File: src/rtl/alu_pipe_if.sv
// rtl/alu_pipe_if.sv - issue-side uop and CDB-side result bundle for alu_pipe
interface alu_pipe_if #(
    parameter int XLEN   = 32,
    parameter int ROB_W  = 3,
    parameter int PREG_W = 7
);
    logic              i_valid;
    logic              i_ready;
    logic [4:0]        i_opcode;
    logic [2:0]        i_funct3;
    logic              i_funct7;
    logic [XLEN-1:0]   i_rs1;
    logic [XLEN-1:0]   i_rs2;
    logic [XLEN-1:0]   i_imm;
    logic [XLEN-1:0]   i_pc;
    logic [ROB_W-1:0]  i_rob_idx;
    logic [PREG_W-1:0] i_rd;
    logic              i_pred_taken;
    logic [XLEN-1:0]   i_pred_target;

    logic              o_valid;
    logic              o_ready;
    logic [ROB_W-1:0]  o_rob_idx;
    logic [PREG_W-1:0] o_rd;
    logic [XLEN-1:0]   o_data;
    logic              o_wb;
    logic              o_br;
    logic              o_taken;
    logic              o_mispredict;
    logic [XLEN-1:0]   o_redirect_pc;

    modport master (
        output i_valid, i_opcode, i_funct3, i_funct7, i_rs1, i_rs2, i_imm, i_pc,
               i_rob_idx, i_rd, i_pred_taken, i_pred_target, o_ready,
        input  i_ready, o_valid, o_rob_idx, o_rd, o_data, o_wb, o_br, o_taken,
               o_mispredict, o_redirect_pc
    );

    modport slave (
        input  i_valid, i_opcode, i_funct3, i_funct7, i_rs1, i_rs2, i_imm, i_pc,
               i_rob_idx, i_rd, i_pred_taken, i_pred_target, o_ready,
        output i_ready, o_valid, o_rob_idx, o_rd, o_data, o_wb, o_br, o_taken,
               o_mispredict, o_redirect_pc
    );
endinterface

File: src/rtl/alu_pipe.sv
// rtl/alu_pipe.sv - pipelined integer/branch execution unit with flush and perf counters
module alu_pipe #(
    parameter int XLEN   = 32,
    parameter int ROB_W  = 3,
    parameter int PREG_W = 7,
    parameter int STAGES = 2,
    parameter int CNT_W  = 32
) (
    input  logic             clk,
    input  logic             rst_n,
    input  logic             flush_i,
    alu_pipe_if.slave        io,
    output logic [CNT_W-1:0] perf_br_cnt,
    output logic [CNT_W-1:0] perf_mp_cnt
);
    localparam int SH_W = $clog2(XLEN);

    localparam logic [4:0] OPC_OP     = 5'b01100;
    localparam logic [4:0] OPC_OP_IMM = 5'b00100;
    localparam logic [4:0] OPC_LUI    = 5'b01101;
    localparam logic [4:0] OPC_AUIPC  = 5'b00101;
    localparam logic [4:0] OPC_JAL    = 5'b11011;
    localparam logic [4:0] OPC_JALR   = 5'b11001;
    localparam logic [4:0] OPC_BRANCH = 5'b11000;

    typedef struct packed {
        logic [ROB_W-1:0]  rob_idx;
        logic [PREG_W-1:0] rd;
        logic [XLEN-1:0]   data;
        logic              wb;
        logic              br;
        logic              taken;
        logic              mispredict;
        logic [XLEN-1:0]   redirect_pc;
    } beat_t;

    logic              is_rr;
    logic              br_cond;
    logic [XLEN-1:0]   op2;
    logic [SH_W-1:0]   shamt;
    logic [XLEN-1:0]   alu_res;
    logic [XLEN-1:0]   pc_plus4;
    logic [XLEN-1:0]   target;
    beat_t             s0;

    always_comb begin
        is_rr    = (io.i_opcode == OPC_OP);
        op2      = is_rr ? io.i_rs2 : io.i_imm;
        shamt    = op2[SH_W-1:0];
        alu_res  = '0;
        case (io.i_funct3)
            3'b000: alu_res = (is_rr && io.i_funct7) ? io.i_rs1 - op2 : io.i_rs1 + op2;
            3'b001: alu_res = io.i_rs1 << shamt;
            3'b010: alu_res = {{(XLEN-1){1'b0}}, ($signed(io.i_rs1) < $signed(op2))};
            3'b011: alu_res = {{(XLEN-1){1'b0}}, (io.i_rs1 < op2)};
            3'b100: alu_res = io.i_rs1 ^ op2;
            3'b101: begin
                // kept as separate statements so the arithmetic shift stays signed
                if (io.i_funct7) alu_res = $signed(io.i_rs1) >>> shamt;
                else             alu_res = io.i_rs1 >> shamt;
            end
            3'b110: alu_res = io.i_rs1 | op2;
            default: alu_res = io.i_rs1 & op2;
        endcase

        case (io.i_funct3)
            3'b000:  br_cond = (io.i_rs1 == io.i_rs2);
            3'b001:  br_cond = (io.i_rs1 != io.i_rs2);
            3'b100:  br_cond = ($signed(io.i_rs1) <  $signed(io.i_rs2));
            3'b101:  br_cond = ($signed(io.i_rs1) >= $signed(io.i_rs2));
            3'b110:  br_cond = (io.i_rs1 <  io.i_rs2);
            3'b111:  br_cond = (io.i_rs1 >= io.i_rs2);
            default: br_cond = 1'b0;
        endcase

        pc_plus4   = io.i_pc + XLEN'(4);
        target     = io.i_pc + io.i_imm;
        s0         = '0;
        s0.rob_idx = io.i_rob_idx;
        s0.rd      = io.i_rd;
        s0.wb      = 1'b1;
        case (io.i_opcode)
            OPC_OP, OPC_OP_IMM: s0.data = alu_res;
            OPC_LUI:            s0.data = io.i_imm;
            OPC_AUIPC:          s0.data = target;
            OPC_JAL: begin
                s0.br    = 1'b1;
                s0.taken = 1'b1;
                s0.data  = pc_plus4;
            end
            OPC_JALR: begin
                target   = (io.i_rs1 + io.i_imm) & {{(XLEN-1){1'b1}}, 1'b0};
                s0.br    = 1'b1;
                s0.taken = 1'b1;
                s0.data  = pc_plus4;
            end
            OPC_BRANCH: begin
                s0.br    = 1'b1;
                s0.wb    = 1'b0;
                s0.taken = br_cond;
            end
            default: ;
        endcase
        s0.redirect_pc = s0.taken ? target : pc_plus4;
        // predicted target only matters when the branch really is taken
        s0.mispredict  = s0.br && ((s0.taken != io.i_pred_taken) ||
                                   (s0.taken && (target != io.i_pred_target)));
    end

    beat_t             pipe [STAGES];
    beat_t             feed [STAGES];
    logic [STAGES-1:0] vld;
    logic [STAGES-1:0] vld_feed;
    logic [STAGES-1:0] adv;

    always_comb begin
        feed[0]     = s0;
        vld_feed[0] = io.i_valid;
        for (int k = 1; k < STAGES; k++) begin
            feed[k]     = pipe[k-1];
            vld_feed[k] = vld[k-1];
        end
    end

    // a stage moves when the consumer takes the head or any stage from here to the head is empty
    for (genvar k = 0; k < STAGES; k++) begin : g_adv
        assign adv[k] = io.o_ready || !(&vld[STAGES-1:k]);
    end

    always_ff @(posedge clk or negedge rst_n) begin
        if (!rst_n) begin
            vld <= '0;
            for (int k = 0; k < STAGES; k++) pipe[k] <= '0;
        end else begin
            for (int k = 0; k < STAGES; k++) begin
                if (flush_i)     vld[k] <= 1'b0;
                else if (adv[k]) vld[k] <= vld_feed[k];
                if (adv[k])      pipe[k] <= feed[k];
            end
        end
    end

    logic beat_fire;
    assign beat_fire = vld[STAGES-1] && io.o_ready && !flush_i && pipe[STAGES-1].br;

    always_ff @(posedge clk or negedge rst_n) begin
        if (!rst_n) begin
            perf_br_cnt <= '0;
            perf_mp_cnt <= '0;
        end else if (beat_fire) begin
            if (perf_br_cnt != '1) perf_br_cnt <= perf_br_cnt + CNT_W'(1);
            if (pipe[STAGES-1].mispredict && (perf_mp_cnt != '1))
                perf_mp_cnt <= perf_mp_cnt + CNT_W'(1);
        end
    end

    assign io.i_ready       = adv[0];
    assign io.o_valid       = vld[STAGES-1];
    assign io.o_rob_idx     = pipe[STAGES-1].rob_idx;
    assign io.o_rd          = pipe[STAGES-1].rd;
    assign io.o_data        = pipe[STAGES-1].data;
    assign io.o_wb          = pipe[STAGES-1].wb;
    assign io.o_br          = pipe[STAGES-1].br;
    assign io.o_taken       = pipe[STAGES-1].taken;
    assign io.o_mispredict  = pipe[STAGES-1].mispredict;
    assign io.o_redirect_pc = pipe[STAGES-1].redirect_pc;
endmodule

File: src/flat_wrapper.sv
// flat-port wrapper written by rule: the top's interface ports become plain ports
module alu_pipe_flat 
#(
    parameter int XLEN   = 32,
    parameter int ROB_W  = 3,
    parameter int PREG_W = 7,
    parameter int STAGES = 2,
    parameter int CNT_W  = 32
)
  (clk, rst_n, flush_i, perf_br_cnt, perf_mp_cnt, io_i_valid, io_i_opcode, io_i_funct3, io_i_funct7, io_i_rs1, io_i_rs2, io_i_imm, io_i_pc, io_i_rob_idx, io_i_rd, io_i_pred_taken, io_i_pred_target, io_o_ready, io_i_ready, io_o_valid, io_o_rob_idx, io_o_rd, io_o_data, io_o_wb, io_o_br, io_o_taken, io_o_mispredict, io_o_redirect_pc);
  alu_pipe_if #(.XLEN(XLEN), .ROB_W(ROB_W), .PREG_W(PREG_W)) io_i ();
  input  logic clk;
  input  logic rst_n;
  input  logic flush_i;
  output logic [CNT_W-1:0] perf_br_cnt;
  output logic [CNT_W-1:0] perf_mp_cnt;
  input wire logic [$bits(io_i.i_valid)-1:0] io_i_valid;
  input wire logic [$bits(io_i.i_opcode)-1:0] io_i_opcode;
  input wire logic [$bits(io_i.i_funct3)-1:0] io_i_funct3;
  input wire logic [$bits(io_i.i_funct7)-1:0] io_i_funct7;
  input wire logic [$bits(io_i.i_rs1)-1:0] io_i_rs1;
  input wire logic [$bits(io_i.i_rs2)-1:0] io_i_rs2;
  input wire logic [$bits(io_i.i_imm)-1:0] io_i_imm;
  input wire logic [$bits(io_i.i_pc)-1:0] io_i_pc;
  input wire logic [$bits(io_i.i_rob_idx)-1:0] io_i_rob_idx;
  input wire logic [$bits(io_i.i_rd)-1:0] io_i_rd;
  input wire logic [$bits(io_i.i_pred_taken)-1:0] io_i_pred_taken;
  input wire logic [$bits(io_i.i_pred_target)-1:0] io_i_pred_target;
  input wire logic [$bits(io_i.o_ready)-1:0] io_o_ready;
  output wire logic [$bits(io_i.i_ready)-1:0] io_i_ready;
  output wire logic [$bits(io_i.o_valid)-1:0] io_o_valid;
  output wire logic [$bits(io_i.o_rob_idx)-1:0] io_o_rob_idx;
  output wire logic [$bits(io_i.o_rd)-1:0] io_o_rd;
  output wire logic [$bits(io_i.o_data)-1:0] io_o_data;
  output wire logic [$bits(io_i.o_wb)-1:0] io_o_wb;
  output wire logic [$bits(io_i.o_br)-1:0] io_o_br;
  output wire logic [$bits(io_i.o_taken)-1:0] io_o_taken;
  output wire logic [$bits(io_i.o_mispredict)-1:0] io_o_mispredict;
  output wire logic [$bits(io_i.o_redirect_pc)-1:0] io_o_redirect_pc;
  assign io_i.i_valid = io_i_valid;
  assign io_i.i_opcode = io_i_opcode;
  assign io_i.i_funct3 = io_i_funct3;
  assign io_i.i_funct7 = io_i_funct7;
  assign io_i.i_rs1 = io_i_rs1;
  assign io_i.i_rs2 = io_i_rs2;
  assign io_i.i_imm = io_i_imm;
  assign io_i.i_pc = io_i_pc;
  assign io_i.i_rob_idx = io_i_rob_idx;
  assign io_i.i_rd = io_i_rd;
  assign io_i.i_pred_taken = io_i_pred_taken;
  assign io_i.i_pred_target = io_i_pred_target;
  assign io_i.o_ready = io_o_ready;
  assign io_i_ready = io_i.i_ready;
  assign io_o_valid = io_i.o_valid;
  assign io_o_rob_idx = io_i.o_rob_idx;
  assign io_o_rd = io_i.o_rd;
  assign io_o_data = io_i.o_data;
  assign io_o_wb = io_i.o_wb;
  assign io_o_br = io_i.o_br;
  assign io_o_taken = io_i.o_taken;
  assign io_o_mispredict = io_i.o_mispredict;
  assign io_o_redirect_pc = io_i.o_redirect_pc;
  alu_pipe #(.XLEN(XLEN), .ROB_W(ROB_W), .PREG_W(PREG_W), .STAGES(STAGES), .CNT_W(CNT_W)) u_core (.clk(clk), .rst_n(rst_n), .flush_i(flush_i), .io(io_i), .perf_br_cnt(perf_br_cnt), .perf_mp_cnt(perf_mp_cnt));
endmodule
File: config.mk
export PLATFORM = sky130hd
export DESIGN_NAME = alu_pipe_flat
export DESIGN_NICKNAME = d
export VERILOG_FILES = /design/src/rtl/alu_pipe_if.sv /design/src/rtl/alu_pipe.sv /design/src/flat_wrapper.sv
export SDC_FILE = /design/constraint.sdc
export NUM_CORES = 1
export LEC_CHECK = 0
export BUFFER_PORTS_ARGS = -buffer_cell sky130_fd_sc_hd__buf_4
export CORE_MARGIN = 5
export CORE_UTILIZATION = 30
export CTS_BUF_LIST = sky130_fd_sc_hd__clkbuf_4 sky130_fd_sc_hd__clkbuf_8
export DETAILED_ROUTE_END_ITERATION = 10
export PLACE_DENSITY = 0.44
export SLEW_MARGIN = 20
export SYNTH_ARGS = -nofsm -noshare
export SYNTH_HDL_FRONTEND = slang
export SYNTH_SLANG_ARGS = --single-unit
File: constraint.sdc
create_clock -name clk -period 3.11 [get_ports clk]
set_input_delay 0 -clock clk [delete_from_list [all_inputs] [get_ports clk]]
set_output_delay 0 -clock clk [all_outputs]
set_load 0.005 [all_outputs]
# Word-level counts from Yosys, hierarchy flattened
# Cells that the tools add are included.
dict set report totals {
  regBits 222
  latchBits 0
  ramBits 0
  rom_bits 0
  inputBits 185
  output_inout_bits 144
  word_cells 94
  mem_count 0
}
dict set report op_classes {
  addsub 7
  mul 0
  n_div 0
  magnitude_cmp 6
  eq_ne 20
  shift 3
  n_mux 14
  n_bitwise 3
  n_reduce_logical 21
}
# op n
set ops {}
lappend ops {{case mux 32 bit (7 select lines)} 1}
lappend ops {{2-to-1 mux 32 bit} 5}
lappend ops {{< comparator 32 bit} 4}
lappend ops {{case mux 32 bit (4 select lines)} 1}
lappend ops {{adder 32 bit} 3}
lappend ops {{adder 32 x 1 -> 32 bit, second input constant} 2}
lappend ops {{>= comparator 32 bit} 2}
lappend ops {{inequality test 32 bit} 2}
lappend ops {{inequality test 32 bit, second input constant} 2}
lappend ops {{adder 32 x 3 -> 32 bit, second input constant} 1}
lappend ops {{bitwise AND 32 bit} 1}
lappend ops {{equality test 32 bit} 1}
lappend ops {{bitwise OR 32 bit} 1}
lappend ops {{<< shifter 32 x 5 -> 32 bit} 1}
lappend ops {{right shift 32 x 5 -> 32 bit} 1}
lappend ops {{>>> shifter 32 x 5 -> 32 bit} 1}
lappend ops {{subtractor 32 bit} 1}
lappend ops {{XOR 32 bit} 1}
lappend ops {{equality test 5 bit, second input constant} 3}
lappend ops {{equality test 3 bit, second input constant} 4}
lappend ops {{equality test 5 x 3 -> 1 bit, second input constant} 2}
lappend ops {{equality test 5 x 4 -> 1 bit, second input constant} 2}
lappend ops {{logical AND 1 bit} 7}
lappend ops {{equality test 3 x 2 -> 1 bit, second input constant} 2}
lappend ops {{other kinds (11)} 23}

# Longest topological paths before layout
dict set report logic_depth {
  word_depth 6
  depth_mapped 21
  depth_no_buf 17
}

# Least setup slack after synthesis
# No wires, ideal clock.
dict set report synth_path {
  path_kind {input -> register}
  startpoint {input port io_i_opcode[0]}
  endpoint {register u_core.pipe (netlist bit u_core.feed[64])}
  setup_ns 0.133
  t_arrival_ns 4.553
  required_ns 2.977
  slack_ns -1.576
  path_stages 21
  path_buffers 5
  cell_sequence {buf_6 -> nor4b_2 -> buf_2 -> a21boi_1 -> or2_2 -> buf_2 -> buf_2 -> buf_1 -> ha_1 -> fa_1 -> a21o_1 -> a21o_1 -> a2111oi_0 -> o32ai_1 -> a211oi_1 -> a211oi_1 -> or2_1 -> a211o_1 -> o211ai_1 -> a211o_1 -> nand3_1}
}
dict set report synth_between {
  elab_chain_cells 6
}
# item line
set synth_rtl {}
lappend synth_rtl {{start, declared} flat_wrapper.sv:18} ;# input wire logic [$bits(io_i.i_opcode)-1:0] io_i_opcode;
lappend synth_rtl {{equality test 5 x 4 -> 1 bit} {alu_pipe.sv:47, alu_pipe.sv:82}}
lappend synth_rtl {{2-to-1 mux 32 bit} alu_pipe.sv:48} ;# op2 = is_rr ? io.i_rs2 : io.i_imm;
lappend synth_rtl {{adder 32 bit, or another cell as far along} alu_pipe.sv:52} ;# 3'b000: alu_res = (is_rr && io.i_funct7) ? io.i_rs1 - op2 : io.i_rs1 + op2;
lappend synth_rtl {{2-to-1 mux 32 bit (on tied branches)} {alu_pipe.sv:52, alu_pipe.sv:59}}
lappend synth_rtl {{case mux 32 bit (7 select lines)} alu_pipe.sv:51} ;# case (io.i_funct3)
lappend synth_rtl {{case mux 32 bit (4 select lines) (*)} alu_pipe.sv:82} ;# case (io.i_opcode)
lappend synth_rtl {{end signal, assigned by index} alu_pipe.sv:138} ;# if (adv[k]) pipe[k] <= feed[k];
lappend synth_rtl {{end, declared} alu_pipe.sv:110} ;# beat_t pipe [STAGES];
# Every way passes the cells marked *; elsewhere a longest branch is shown, timed or not.
# A chain may end at the register's enable or synchronous reset.

# Worst setup path after layout
# Ends and elaborated chain as after synthesis.

==> summary.txt <==
Timing
  – PnR worst setup slack: -0.149 ns
  – Final hold vios: 2
  – Maximum clock frequency: 307 MHz
  – Setup violators final: 5
  – Hold Slack: -0.000834 ns
  – RSZ-0062 raised after global routing: true
  – Slew @ Worst Pin: roughly 1.0 ns
  – TNS Setup: -0.365 ns
  – Slew HR: 0.301
  – Clk_skew: between 0.02 and 0.025 ns
  – Final min period: between 3 and 4 ns
  – Period utilisation layout: 1.05
  – Final Max Tran Viols: 0

Outcome
  – Failing checks: hold timing, setup timing
  – Status: complete, but fails checks

GRT
  – First-pass GRT wire length: between 200 and 250 mm
  – Initial antenna violation count: 10
  – GRT Total Usage: 0.317
  – Pin count of the biggest net entering global routing: 95
  – Number of global-route vias before repair: around 31k
  – GRT Residual Overflow: 0

Layout
  – Layout Nets: around 4.8k
  – Post-Layout Cell Count: 5506
  – Area Overhead vs Synth: 51.0%
  – Most common cell after layout, fill and taps aside: buf_4
  – Most frequent cells in the layout: buf_4, nand2_1, nor2_1, a21oi_1, dfrtp_1
  – FILL cells: ~8.4k
  – Layout cells sized above 1: 0.370
  – Final core utilization: 0.458

Setup path
  – Slowest stage delay, CP: 0.37 ns
  – Worst-path fanout max: 3
  – Critical Path Start Type: primary input
  – Setup Crit Path Kind: primary input to flip-flop
  – R2r setup slk: ~0.1 ns
  – Setup crit start: io_i_opcode[0]
  – Arr. time, crit path: 3.74 ns
  – Crit path max-delay family: compound AO/OA/AOI/OAI gates
  – CP max stage cell: a211oi_4
  – Critical path, cell by cell: buf_8 > nor4b_4 > buf_4 > a21boi_4 > or2_4 > ha_4 > fa_2 > a21o_1 > a21o_1 > a2111oi_4 > buf_4 > o32ai_4 > a211oi_4 > a211oi_4 > or2_1 > a211o_1 > o211ai_1 > a211o_1 > nand3_1
  – CP Buf/Inv Count: 3
  – Critical path endpoint category: flip-flop
  – Worst EP required: ~3.6 ns
  – FF-to-FF Start: u_core.vld[1]

Min path
  – Hold crit path type: primary input to asynchronous set/reset pin

Pwr
  – Leak Pwr: 17.8 nW
  – Max IR drop VDD: about 0.22 mV
  – PwrDens: between 300 and 400 nW/µm²
  – Total design power: between 10 and 15 mW

Route
  – Residual DRC count: 0
  – Vias per cell: between 5 and 6
  – DRT Pass-1 Iters: 5
  – Total Wirelength: 149 mm
  – Detail Route Antenna Nets: 0
  – Avg WL per Cell: ~27 µm
  – Vias: 30.9k
  – Initial DRC count: 2519

Clocking
  – CTS Buffer Depth: 3
  – TritonCTS buffer count: 41
  – Clk root buf: clkbuf_8
  – CTS tree: done
  – H-Tree Depth: 2
  – # clock sinks: around 220
  – Clk Latency, worst-skew pair: about 0.61 ns
  – Worst-path clk slew: roughly 0.06 ns

Logic synthesis
  – Synth Cell Area: roughly 25000 µm²
  – Post-synthesis sequential area ratio: 0.222
  – Post-synth ARST share: 1.00
  – Post-synthesis register bit count: 222
  – Cells after Synth: about 3.3k
  – Syn_nets: between 3k and 4k
  – YS warnings: 0
  – Number of library cell types mapped by synthesis: between 90 and 100
  – EDFF count, synth: 0
  – Syn Area/Cell: between 7 and 8 µm²
  – Top FF cell, synth: dfrtp_1

Die
  – Starting Density: 0.303
  – Die Footprint: 89200 µm²
  – Die extent in y: ~300 µm
  – Chip Width: 299 µm
  – Rows: approximately 110
  – I/O pin count: 329
  – Core region area: ~82000 µm²

Placed design
  – Count of input and output buffers: ~330
  – Gpl congestion: a little over 1
  – Hpwl dp: around 120 mm
  – Placed cell count: about 5.4k

Flow run
  – Max-cap viol count: 0
## timing repair
item	4_1_cts	5_1_grt
hold buffers	39	0
resized for setup	73	134
buffers inserted	13	21
pin swaps	37	62
cloned	0	2
endpoints found under the hold margin	215	0
setup endpoints to repair	23	50
## kinds of logic (layout without fill, tap and decap cells)
group	after synthesis	in the layout	synth area share
AOI/OAI and AO/OA	1057	1057	0.276
xor gates and xnor gates	195	195	0.0700
adders and majority gates	189	189	0.0955
buffers and inverters	354	1534	0.0558
DFF	222	222	0.222
muxes	182	182	0.0814
other	0	3	0
and+or+nand+nor	1054	1054	0.199
## cells in the mapped netlist, drive strengths merged, types with 47 or more instances
master / n / share of area
clkbuf: 148 / 0.022
o211ai: 47 / 0.014
inv: 155 / 0.023
mux2: 110 / 0.050
nand2: 345 / 0.052
a211oi: 57 / 0.018
nor3: 95 / 0.019
nor2: 251 / 0.038
dfrtp: 222 / 0.22
nand3: 107 / 0.021
xor2: 73 / 0.026
xnor2: 119 / 0.042
mux2i: 66 / 0.026
ha: 186 / 0.093
o21ai: 287 / 0.058
buf: 48 / 0.0098
a21o: 53 / 0.016
a21oi: 247 / 0.049
nand4: 50 / 0.013
## per-layer routing
layer / global-route usage / wire length, µm
met1: 0.430 / 64900
met4: 0.121 / 6850
met5: 0 / 22
met2: 0.510 / 65900
met3: 0.0475 / 10900
## state kept, by name, summed over array words and instances (netlist names)
signal and cells:
u_core.feed 78, u_core.io.o_br 1, u_core.io.o_data 32, u_core.io.o_mispredict 1, u_core.io.o_rd 7, u_core.io.o_redirect_pc 32
u_core.io.o_rob_idx 3, u_core.io.o_taken 1, u_core.io.o_wb 1, u_core.perf_br_cnt 32, u_core.perf_mp_cnt 32, u_core.vld 2
## worst reg2reg max path, delay by kind of cell, from the launching register on
family | cells | cell delay [ns]
DFF | 1 | 0.40
buffers and inverters | 3 | 0.57
and+or+nand+nor | 5 | 0.98
AOI/OAI and AO/OA | 6 | 0.93
## stage by stage
step	worst slack, ns	instance area [µm²]
final	-0.149	37700
after global routing	-0.223	37700
after CTS	-0.167	37000
after detailed placement	-1.44	35200
after global placement	-1.45	35200
after floorplan	-0.774	25200
## power by group
group	switching, mW	internal (mW)
clock network	1.40	1.83
logic	3.31	2.77
registers	0.0888	3.02
total	4.80	7.62
## layout make-up
class / count / area (µm²) / share of cell area
Multi-Input combinational cell: 2677 / 19200 / 0.508
Inverter: 158 / 606 / 0.0160
Tap cell: 1070 / 1340 / 0.0355
Timing Repair Buffer: 1305 / 10100 / 0.269
Clock inverter: 12 / 189 / 0.00501
Sequential cell: 222 / 5560 / 0.147
Antenna cell: 3 / 7.51 / 0.000199
Clock buffer: 59 / 718 / 0.0190
## path summary, 6_finish.rpt
path,to,depth (start not counted)
setup / recovery,u_core.feed[64],19
hold / removal,u_core.feed[2],2
setup reg to reg,u_core.feed[32],14
hold reg to reg,u_core.feed[68],2
max in group asynchronous,u_core.perf_br_cnt[24],3
min in group clk,u_core.feed[43],4
Note: power is estimated with default switching activity, not from simulation.
